--- src/rtl/ctrl_pkg.sv ---
// Shared encodings and helpers for the multicycle processor control unit.
package ctrl_pkg;

    localparam int unsigned MAX_WAIT_MIN = 1;
    localparam int unsigned MAX_WAIT_MAX = 255;
    localparam int unsigned WAIT_W       = 8;
    localparam int unsigned INST_W       = 32;
    localparam int unsigned CNT_W        = 32;

    typedef enum logic [2:0] {
        ST_IDLE   = 3'd0,
        ST_FETCH  = 3'd1,
        ST_DECODE = 3'd2,
        ST_EXEC   = 3'd3,
        ST_MEM    = 3'd4,
        ST_WB     = 3'd5,
        ST_ERROR  = 3'd6
    } state_t;

    localparam logic [6:0] OP_R      = 7'b0110011;
    localparam logic [6:0] OP_I      = 7'b0010011;
    localparam logic [6:0] OP_LOAD   = 7'b0000011;
    localparam logic [6:0] OP_STORE  = 7'b0100011;
    localparam logic [6:0] OP_BRANCH = 7'b1100011;

    typedef enum logic [2:0] {
        CLS_R      = 3'd0,
        CLS_I      = 3'd1,
        CLS_LOAD   = 3'd2,
        CLS_STORE  = 3'd3,
        CLS_BRANCH = 3'd4
    } op_class_t;

    typedef enum logic [1:0] {
        IMM_NONE = 2'b00,
        IMM_I    = 2'b01,
        IMM_S    = 2'b10,
        IMM_SB   = 2'b11
    } imm_sel_t;

    typedef enum logic [1:0] {
        ALU_ADD   = 2'b00,
        ALU_SUB   = 2'b01,
        ALU_FUNCT = 2'b10
    } alu_op_t;

    typedef enum logic [1:0] {
        ERR_NONE    = 2'b00,
        ERR_ILLEGAL = 2'b01,
        ERR_TIMEOUT = 2'b10
    } err_t;

    typedef struct packed {
        logic      legal;
        op_class_t cls;
    } decode_t;

    // Classify the opcode field; anything outside the five supported classes is illegal.
    function automatic decode_t decode_opcode(input logic [6:0] opcode);
        decode_t d;
        d.legal = 1'b1;
        d.cls   = CLS_R;
        case (opcode)
            OP_R:      d.cls = CLS_R;
            OP_I:      d.cls = CLS_I;
            OP_LOAD:   d.cls = CLS_LOAD;
            OP_STORE:  d.cls = CLS_STORE;
            OP_BRANCH: d.cls = CLS_BRANCH;
            default:   d.legal = 1'b0;
        endcase
        return d;
    endfunction

    function automatic imm_sel_t class_imm(input op_class_t cls);
        imm_sel_t sel;
        case (cls)
            CLS_I, CLS_LOAD: sel = IMM_I;
            CLS_STORE:       sel = IMM_S;
            CLS_BRANCH:      sel = IMM_SB;
            default:         sel = IMM_NONE;
        endcase
        return sel;
    endfunction

endpackage

--- src/rtl/mem_wait_timer.sv ---
// Counts cycles spent waiting on memory; flags the cycle that exhausts the wait budget.
module mem_wait_timer
    import ctrl_pkg::*;
#(
    parameter int unsigned MAX_WAIT = 15
) (
    input  logic clk_i,
    input  logic rst_i,
    input  logic clear_i,
    input  logic inc_i,
    output logic expired_c
);

    localparam logic [WAIT_W-1:0] LAST_COUNT = WAIT_W'(MAX_WAIT - 1);

    logic [WAIT_W-1:0] count_q;

    always_ff @(posedge clk_i) begin
        if (rst_i || clear_i) begin
            count_q <= '0;
        end else if (inc_i) begin
            count_q <= count_q + WAIT_W'(1);
        end
    end

    // The MAX_WAIT-th consecutive waiting cycle expires; a ready in that cycle suppresses inc_i.
    assign expired_c = inc_i && (count_q == LAST_COUNT);

endmodule

--- src/rtl/multicycle_control.sv ---
// Control unit for a multicycle RV32 subset datapath: fetch/decode/exec/mem/wb sequencing.
module multicycle_control
    import ctrl_pkg::*;
#(
    parameter int unsigned MAX_WAIT = 15
) (
    input  logic              clk_i,
    input  logic              rst_i,
    input  logic              start_i,
    input  logic [INST_W-1:0] inst_i,
    input  logic              zero_i,
    input  logic              mem_ready_i,
    output logic              pc_write_o,
    output logic              ir_write_o,
    output logic              mem_req_o,
    output logic              mem_we_o,
    output logic              alu_src_o,
    output logic              reg_write_o,
    output logic              mem_to_reg_o,
    output logic              branch_taken_o,
    output logic [1:0]        imm_sel_o,
    output logic [1:0]        alu_op_o,
    output logic [2:0]        state_o,
    output logic [1:0]        err_o,
    output logic [CNT_W-1:0]  retired_o
);

    state_t           state_q, state_d;
    op_class_t        cls_q, cls_d;
    err_t             err_q, err_d;
    logic [CNT_W-1:0] retired_q;
    logic             retire_c;
    logic             wait_busy_c;
    logic             wait_expired_c;
    decode_t          dec_c;
    imm_sel_t         imm_sel_c;
    alu_op_t          alu_op_c;
    logic             unused_inst_c;

    assign unused_inst_c = ^inst_i[INST_W-1:7];

    mem_wait_timer #(
        .MAX_WAIT (MAX_WAIT)
    ) u_wait_timer (
        .clk_i     (clk_i),
        .rst_i     (rst_i),
        .clear_i   (!wait_busy_c || mem_ready_i),
        .inc_i     (wait_busy_c && !mem_ready_i),
        .expired_c (wait_expired_c)
    );

    always_ff @(posedge clk_i) begin
        if (rst_i) begin
            state_q   <= ST_IDLE;
            cls_q     <= CLS_R;
            err_q     <= ERR_NONE;
            retired_q <= '0;
        end else begin
            state_q <= state_d;
            cls_q   <= cls_d;
            err_q   <= err_d;
            if (retire_c) begin
                retired_q <= retired_q + CNT_W'(1);
            end
        end
    end

    // Next-state and strobe decode; strobes depend on the current state and same-cycle inputs.
    always_comb begin
        state_d        = state_q;
        cls_d          = cls_q;
        err_d          = err_q;
        retire_c       = 1'b0;
        wait_busy_c    = 1'b0;
        pc_write_o     = 1'b0;
        ir_write_o     = 1'b0;
        mem_req_o      = 1'b0;
        mem_we_o       = 1'b0;
        alu_src_o      = 1'b0;
        reg_write_o    = 1'b0;
        mem_to_reg_o   = 1'b0;
        branch_taken_o = 1'b0;
        imm_sel_c      = IMM_NONE;
        alu_op_c       = ALU_ADD;
        dec_c          = decode_opcode(inst_i[6:0]);

        case (state_q)
            ST_IDLE: begin
                if (start_i) state_d = ST_FETCH;
            end
            ST_FETCH: begin
                wait_busy_c = 1'b1;
                mem_req_o   = 1'b1;
                if (mem_ready_i) begin
                    ir_write_o = 1'b1;
                    pc_write_o = 1'b1;
                    state_d    = ST_DECODE;
                end else if (wait_expired_c) begin
                    err_d   = ERR_TIMEOUT;
                    state_d = ST_ERROR;
                end
            end
            ST_DECODE: begin
                if (dec_c.legal) begin
                    cls_d   = dec_c.cls;
                    state_d = ST_EXEC;
                end else begin
                    err_d   = ERR_ILLEGAL;
                    state_d = ST_ERROR;
                end
            end
            ST_EXEC: begin
                imm_sel_c = class_imm(cls_q);
                case (cls_q)
                    CLS_R: begin
                        alu_op_c = ALU_FUNCT;
                        state_d  = ST_WB;
                    end
                    CLS_I: begin
                        alu_src_o = 1'b1;
                        alu_op_c  = ALU_FUNCT;
                        state_d   = ST_WB;
                    end
                    CLS_LOAD, CLS_STORE: begin
                        alu_src_o = 1'b1;
                        state_d   = ST_MEM;
                    end
                    CLS_BRANCH: begin
                        alu_op_c       = ALU_SUB;
                        pc_write_o     = zero_i;
                        branch_taken_o = zero_i;
                        retire_c       = 1'b1;
                        state_d        = start_i ? ST_FETCH : ST_IDLE;
                    end
                    default: state_d = ST_ERROR;
                endcase
            end
            ST_MEM: begin
                imm_sel_c   = class_imm(cls_q);
                wait_busy_c = 1'b1;
                mem_req_o   = 1'b1;
                mem_we_o    = (cls_q == CLS_STORE);
                if (mem_ready_i) begin
                    if (cls_q == CLS_STORE) begin
                        retire_c = 1'b1;
                        state_d  = start_i ? ST_FETCH : ST_IDLE;
                    end else begin
                        state_d = ST_WB;
                    end
                end else if (wait_expired_c) begin
                    err_d   = ERR_TIMEOUT;
                    state_d = ST_ERROR;
                end
            end
            ST_WB: begin
                imm_sel_c    = class_imm(cls_q);
                reg_write_o  = 1'b1;
                mem_to_reg_o = (cls_q == CLS_LOAD);
                retire_c     = 1'b1;
                state_d      = start_i ? ST_FETCH : ST_IDLE;
            end
            ST_ERROR: ;
            default: state_d = ST_ERROR;
        endcase
    end

    assign imm_sel_o = imm_sel_c;
    assign alu_op_o  = alu_op_c;
    assign state_o   = state_q;
    assign err_o     = err_q;
    assign retired_o = retired_q;

endmodule

--- config.mk ---
export PLATFORM = sky130hd
export DESIGN_NAME = multicycle_control
export DESIGN_NICKNAME = d
export VERILOG_FILES = /design/src/rtl/ctrl_pkg.sv /design/src/rtl/mem_wait_timer.sv /design/src/rtl/multicycle_control.sv
export SDC_FILE = /design/constraint.sdc
export NUM_CORES = 1
export LEC_CHECK = 0
export CAP_MARGIN = 30
export CORE_ASPECT_RATIO = 1.5
export CORE_MARGIN = 1
export CORE_UTILIZATION = 40
export CTS_CLUSTER_DIAMETER = 120
export CTS_CLUSTER_SIZE = 30
export DETAILED_ROUTE_END_ITERATION = 7
export PLACE_DENSITY = 0.71
export SKIP_CTS_REPAIR_TIMING = 1
export SLEW_MARGIN = 25
export SYNTH_ARGS = -nofsm -noshare
export SYNTH_HDL_FRONTEND = slang
export SYNTH_SLANG_ARGS = --single-unit
--- constraint.sdc ---
create_clock -name clk_i -period 1.8 [get_ports clk_i]
set_clock_uncertainty 0.1 [all_clocks]
set_input_delay 0.18 -clock clk_i [delete_from_list [all_inputs] [get_ports clk_i]]
set_output_delay 0.18 -clock clk_i [all_outputs]
set_load 0.02 [all_outputs]
Yosys cells after proc, flatten, opt, wreduce, memory -nomap -nowiden. Cells that the tools add are included.

Flip-flop bits (word level): 48. Input port bits: 37. Output and inout port bits: 49. Word-level logic and storage cells: 81.

Add/sub/neg operators: 2. Equal/unequal tests: 20. Mux-type cells: 34. Bitwise operators: 1. Reduce and logical (&&, ||, !) cells: 19.

Operators with widths (count): adder 32 x 1 -> 32 bit, second input constant (1); one-hot mux 3 bit (7 select lines) (1); two-way mux 3 bit (6); two-way mux 1 bit (15); equality test 7 x 6 -> 1 bit, second input constant (2); equality test 3 x 2 -> 1 bit, second input constant (4); equality test 3 bit, second input constant (4); one-hot mux 3 bit (4 select lines) (1); two-way mux 2 bit (5); one-hot mux 3 bit (3 select lines) (1); adder 8 x 1 -> 8 bit, second input constant (1); equality test 8 x 4 -> 1 bit, second input constant (1); one-hot mux 2 bit (2 select lines) (2); OR reduction 2 bit (4); equality test 7 x 2 -> 1 bit, second input constant (1); equality test 7 x 5 -> 1 bit, second input constant (1); equality test 7 bit, second input constant (1); equality test 3 x 1 -> 1 bit, second input constant (2); logical NOT 3 bit (2); inequality test 2 bit, second input constant (3); one-hot mux 2 bit (3 select lines) (1); OR reduction 3 bit (2); OR reduction 5 bit (1); AND reduction 2 bit (2); 9 further kinds (12).

Depth between registers and ports, before layout.
Depth in word-level cells: 8. Depth in mapped cells: 7. Gate-level depth less buffers: 5.

Modules after synthesis. A second synthesis with hierarchy kept.

Cells, all modules: 313. Area total of the unflattened synthesis: 2555.0 um2.

By module, submodules not included: multicycle_control (times used 1, cells an instance 270, area each 2174.6 um2, seq. area each 800.8 um2); mem_wait_timer (times used 1, cells an instance 43, area each 380.4 um2, seq. area each 160.2 um2).

Worst setup path before layout. No wires, ideal clock.

Path kind: register -> output. Start: register state_q[2] (netlist: state_o[2]). End: output port pc_write_o. Data arrival time: 1.824 ns. Required time: 1.520 ns. Slack: -0.304 ns. Stages on the path, launching flop included: 7. Buffers on the path: 1. Cell sequence: dfxtp_1 -> and3b_1 -> nand3_2 -> buf_2 -> inv_1 -> and2_1 -> or2_2.

Longest elaborated chain between the ends: 2. Elaborated cells between the ends (all ways): 3. Those cells by class: 2 x eq/ne; 1 x mux.

RTL lines: start, declared (RTL line multicycle_control.sv:28) `state_t state_q, state_d;`; start signal, assigned (RTL line multicycle_control.sv:59) `state_q <= state_d;`; equality test 3 x 2 -> 1 bit / equality test 3 x 1 -> 1 bit (equally long branches) (RTL line multicycle_control.sv:87) `case (state_q)`; one-hot mux 1 bit (2 select lines) * (RTL line multicycle_control.sv:87); end, declared (RTL line multicycle_control.sv:13) `output logic pc_write_o,`.

Every way passes the cells marked *; elsewhere a longest branch is shown, timed or not.

Worst setup path after layout.
Start: register cls_q[2]. End: register retired_q[16] (netlist: retired_o[16]).

Longest elaborated chain between the ends: 4. Elaborated cells between the ends (all ways): 6. Those cells by class: 2 x eq/ne; 4 x mux.

RTL lines: start, declared (RTL line multicycle_control.sv:29) `op_class_t cls_q, cls_d;`; start signal, assigned (RTL line multicycle_control.sv:60) `cls_q <= cls_d;`; equality test 3 x 2 -> 1 bit (RTL line multicycle_control.sv:144) `if (cls_q == CLS_STORE) begin`; two-way mux 1 bit (RTL line multicycle_control.sv:144); two-way mux 1 bit (RTL line multicycle_control.sv:143) `if (mem_ready_i) begin`; one-hot mux 1 bit (3 select lines) * (RTL line multicycle_control.sv:87); end signal, assigned (RTL line multicycle_control.sv:63) `retired_q <= retired_q + CNT_W'(1);`; end, declared (RTL line multicycle_control.sv:31) `logic [CNT_W-1:0] retired_q;`.

Marks and branches as above. A chain may end at the register's enable or synchronous reset.

==> summary.txt <==
Status
  – Outcome: finished with violations
  – Failing checks: negative setup slack

Job
  – Max-Cap Viols: 0

Synthesis
  – Post-Synth XOR/XNOR Area: 0.0226
  – Asr flop ratio synth: 0
  – Cell type with the highest aggregate area in the netlist: dfxtp_1
  – Syn Inst Count: 351
  – Main combinational cell family by area after synthesis: simple AND/OR/NAND/NOR gates
  – Netlist cell types: 56
  – Top cell type's share of synthesized area: 0.310
  – Top_reg_cell synth: dfxtp_1
  – Synth Area in Simple Gates: 0.307
  – Synth Area in Adders: 0.0121
  – Cell Area, Synth: 0.00310 mm²
  – Sequential fraction of the synthesis area: 0.310
  – Synth warn: 0
  – Mux share of post-synthesis cell area: 0.109
  – Synth area leaders: dfxtp_1 31%, mux2_2 9.8%, nor2_1 6.1%
  – Mean Syn Cell Area: 8.83 µm²
  – Synth Area in Compound Gates: 0.187
  – #FFs+latches synth: 48
  – Mapped Nets: 391
  – EDFF count, synth: 0

Die
  – Die area: 0.00811 mm²
  – Rows: 39
  – Die width: 73.9 µm
  – Die Y: 110 µm
  – Starting density of the core: 0.410
  – Core region area: 0.00756 mm²
  – I/O Pins: 86

CTS
  – CTS max path bufs: 2
  – Skew-Pair Late Insertion Delay: 0.29 ns
  – Clk sinks: 48
  – Clock root buffer: clkbuf_16
  – H-tree depth: 2
  – CTS tree: yes
  – Num CTS Buffers: 5
  – Clock-pin slew on the worst setup and hold paths: 0.07 ns

Worst setup path
  – CP required: 1.88 ns
  – CP Data Arrival Time: 2.03 ns
  – Crit-path max FO: 7
  – WS Path Type: reg2reg
  – CP startpoint: cls_q[2]
  – Critical Path Start Type: flip-flop
  – Crit. End Element: flip-flop
  – R2r startpoint: cls_q[2]

Timing
  – Final setup TNS: -2.09 ns
  – Worst Max-Slew Pin Slew: 0.438 ns
  – Fmax: 0.512 GHz
  – Final Hold Vio Count: 0
  – Min Tclk post-route: 1.95 ns
  – Max-slew violations: 0
  – RSZ-0062 raised after global routing: true
  – Setup slack after layout: -0.151 ns
  – Tcrit/Tclk final: 1.08
  – Max_slew headroom: 0.707
  – Setup violations, final: 22

Power and ir drop
  – VDD IR-drop max: 0.479 mV
  – LEAKAGE: 1.88 nW
  – PD cells: 519 mW/mm²
  – Total power: 2.64 mW

Placement
  – Final Wtd Congestion: 0.907
  – Hpwl dp: 6.04 mm
  – Pre-CTS setup slack: -0.369 ns
  – I/O Buffers: 60

Hold path
  – Hold path start: rst_i
  – Min-delay worst type: in2reg

Global route
  – Initial antenna violation count: 0
  – Vias in the first global route: 3044
  – Largest net degree at the start of global routing: 72
  – Total grt overflow: 0
  – Overall routing resource usage: 0.215
  – First-pass GRT wire length: 13.5 mm

Detailed routing
  – Routed WL: 9.35 mm
  – Wirelength per Cell: 16.7 µm
  – Final antenna-violating net count: 0
  – Drt drc: 0
  – Total number of vias: 3084
  – DR pass1 iterations: 4
  – Initial DRC count: 223
  – Via/cell ratio: 5.50

Cells and area
  – Layout cells sized above 1: 0.429
  – Commonest non-fill, non-tap cell in the layout: nor2_1
  – Area growth, synth to finish: 64.0%
  – Most frequent cells in the layout: 49 x nor2_1, 48 x buf_4, 46 x clkdlybuf4s50_1, 30 x nor2b_1, 26 x mux2_4
  – Fin nets: 498
  – Number of diodes: 0
critical path: stages (launching register included):
cell       delay (ns)
dfxtp_2          0.34
and4b_4          0.34
o21ai_4          0.12
clkbuf_16        0.21
a2111oi_4        0.39
mux2_4           0.33
cells by family (layout without fill, tap and decap cells):
kind of cell             count (synthesis)  after routing
AND/OR/NAND/NOR                        171            171
AO/OA/AOI/OAI                           56             56
multiplexers                            30             30
adder cells (fa/ha/maj)                  3              3
buffers and inverters                   35            143
flip-flops                              48             48
XOR/XNOR                                 8              8
path summary, 6_finish.rpt:
| check | end | slack, ns | depth (start not counted) |
|---|---|---|---|
| worst max-delay path | retired_o[16] | -0.15 | 5 |
| worst min-delay path | err_o[1] | 0.27 | 3 |
| worst max register to register | retired_o[16] | -0.15 | 5 |
| worst min register to register | err_o[1] | 0.38 | 2 |
where the power goes:
part	leakage, nW	internal (mW)	switching (mW)	total, mW
sequential	0.404	1.07	0.0144	1.08
clock	0.0840	0.661	0.432	1.09
combinational	1.39	0.222	0.244	0.467
total	1.88	1.95	0.690	2.64
state kept, by name, summed over array words and instances, names as in the netlist:
| register | cells |
|---|---|
| retired_o | 32 |
| u_wait_timer.count_q | 8 |
| cls_q | 3 |
| state_o | 3 |
| err_o | 2 |
synthesized netlist by cell type, drive strengths merged (7+ instances only):
cell type	n
nor2	50
nor3	8
buf	12
a211oi	8
dfxtp	48
clkbuf	16
nor2b	30
nand3	17
nand4	14
a21oi	10
mux2	30
and2	10
a2111oi	17
nand2	11
inv	7
metal layers:
metal | global-route usage | share of wire
met5 | 0 | 0
met4 | 0.0920 | 0.023
met3 | 0.0357 | 0.030
met2 | 0.420 | 0.57
met1 | 0.216 | 0.37
final cells by class:
cell class                      instances  area (µm²)
Fill cell                             589        2480
Sequential cell                        48        1020
Inverter                                7        30.0
Timing Repair Buffer                  128        1300
Multi-Input combinational cell        268        2440
Clock buffer                            5         125
Tap cell                              102         128
Clock inverter                          3        47.5
metrics by stage:
stage	hold WS, ns	instances	instance area, µm²	utilization
finish	0.272	561	5090	0.672
global route	0.286	561	5090	0.672
CTS	0.262	554	4690	0.621
detailed placement	0.369	546	4520	0.598
global placement	0.371	546	4520	0.598
floorplan	0.267	351	3430	-
Power figures use the tool's default switching activity.
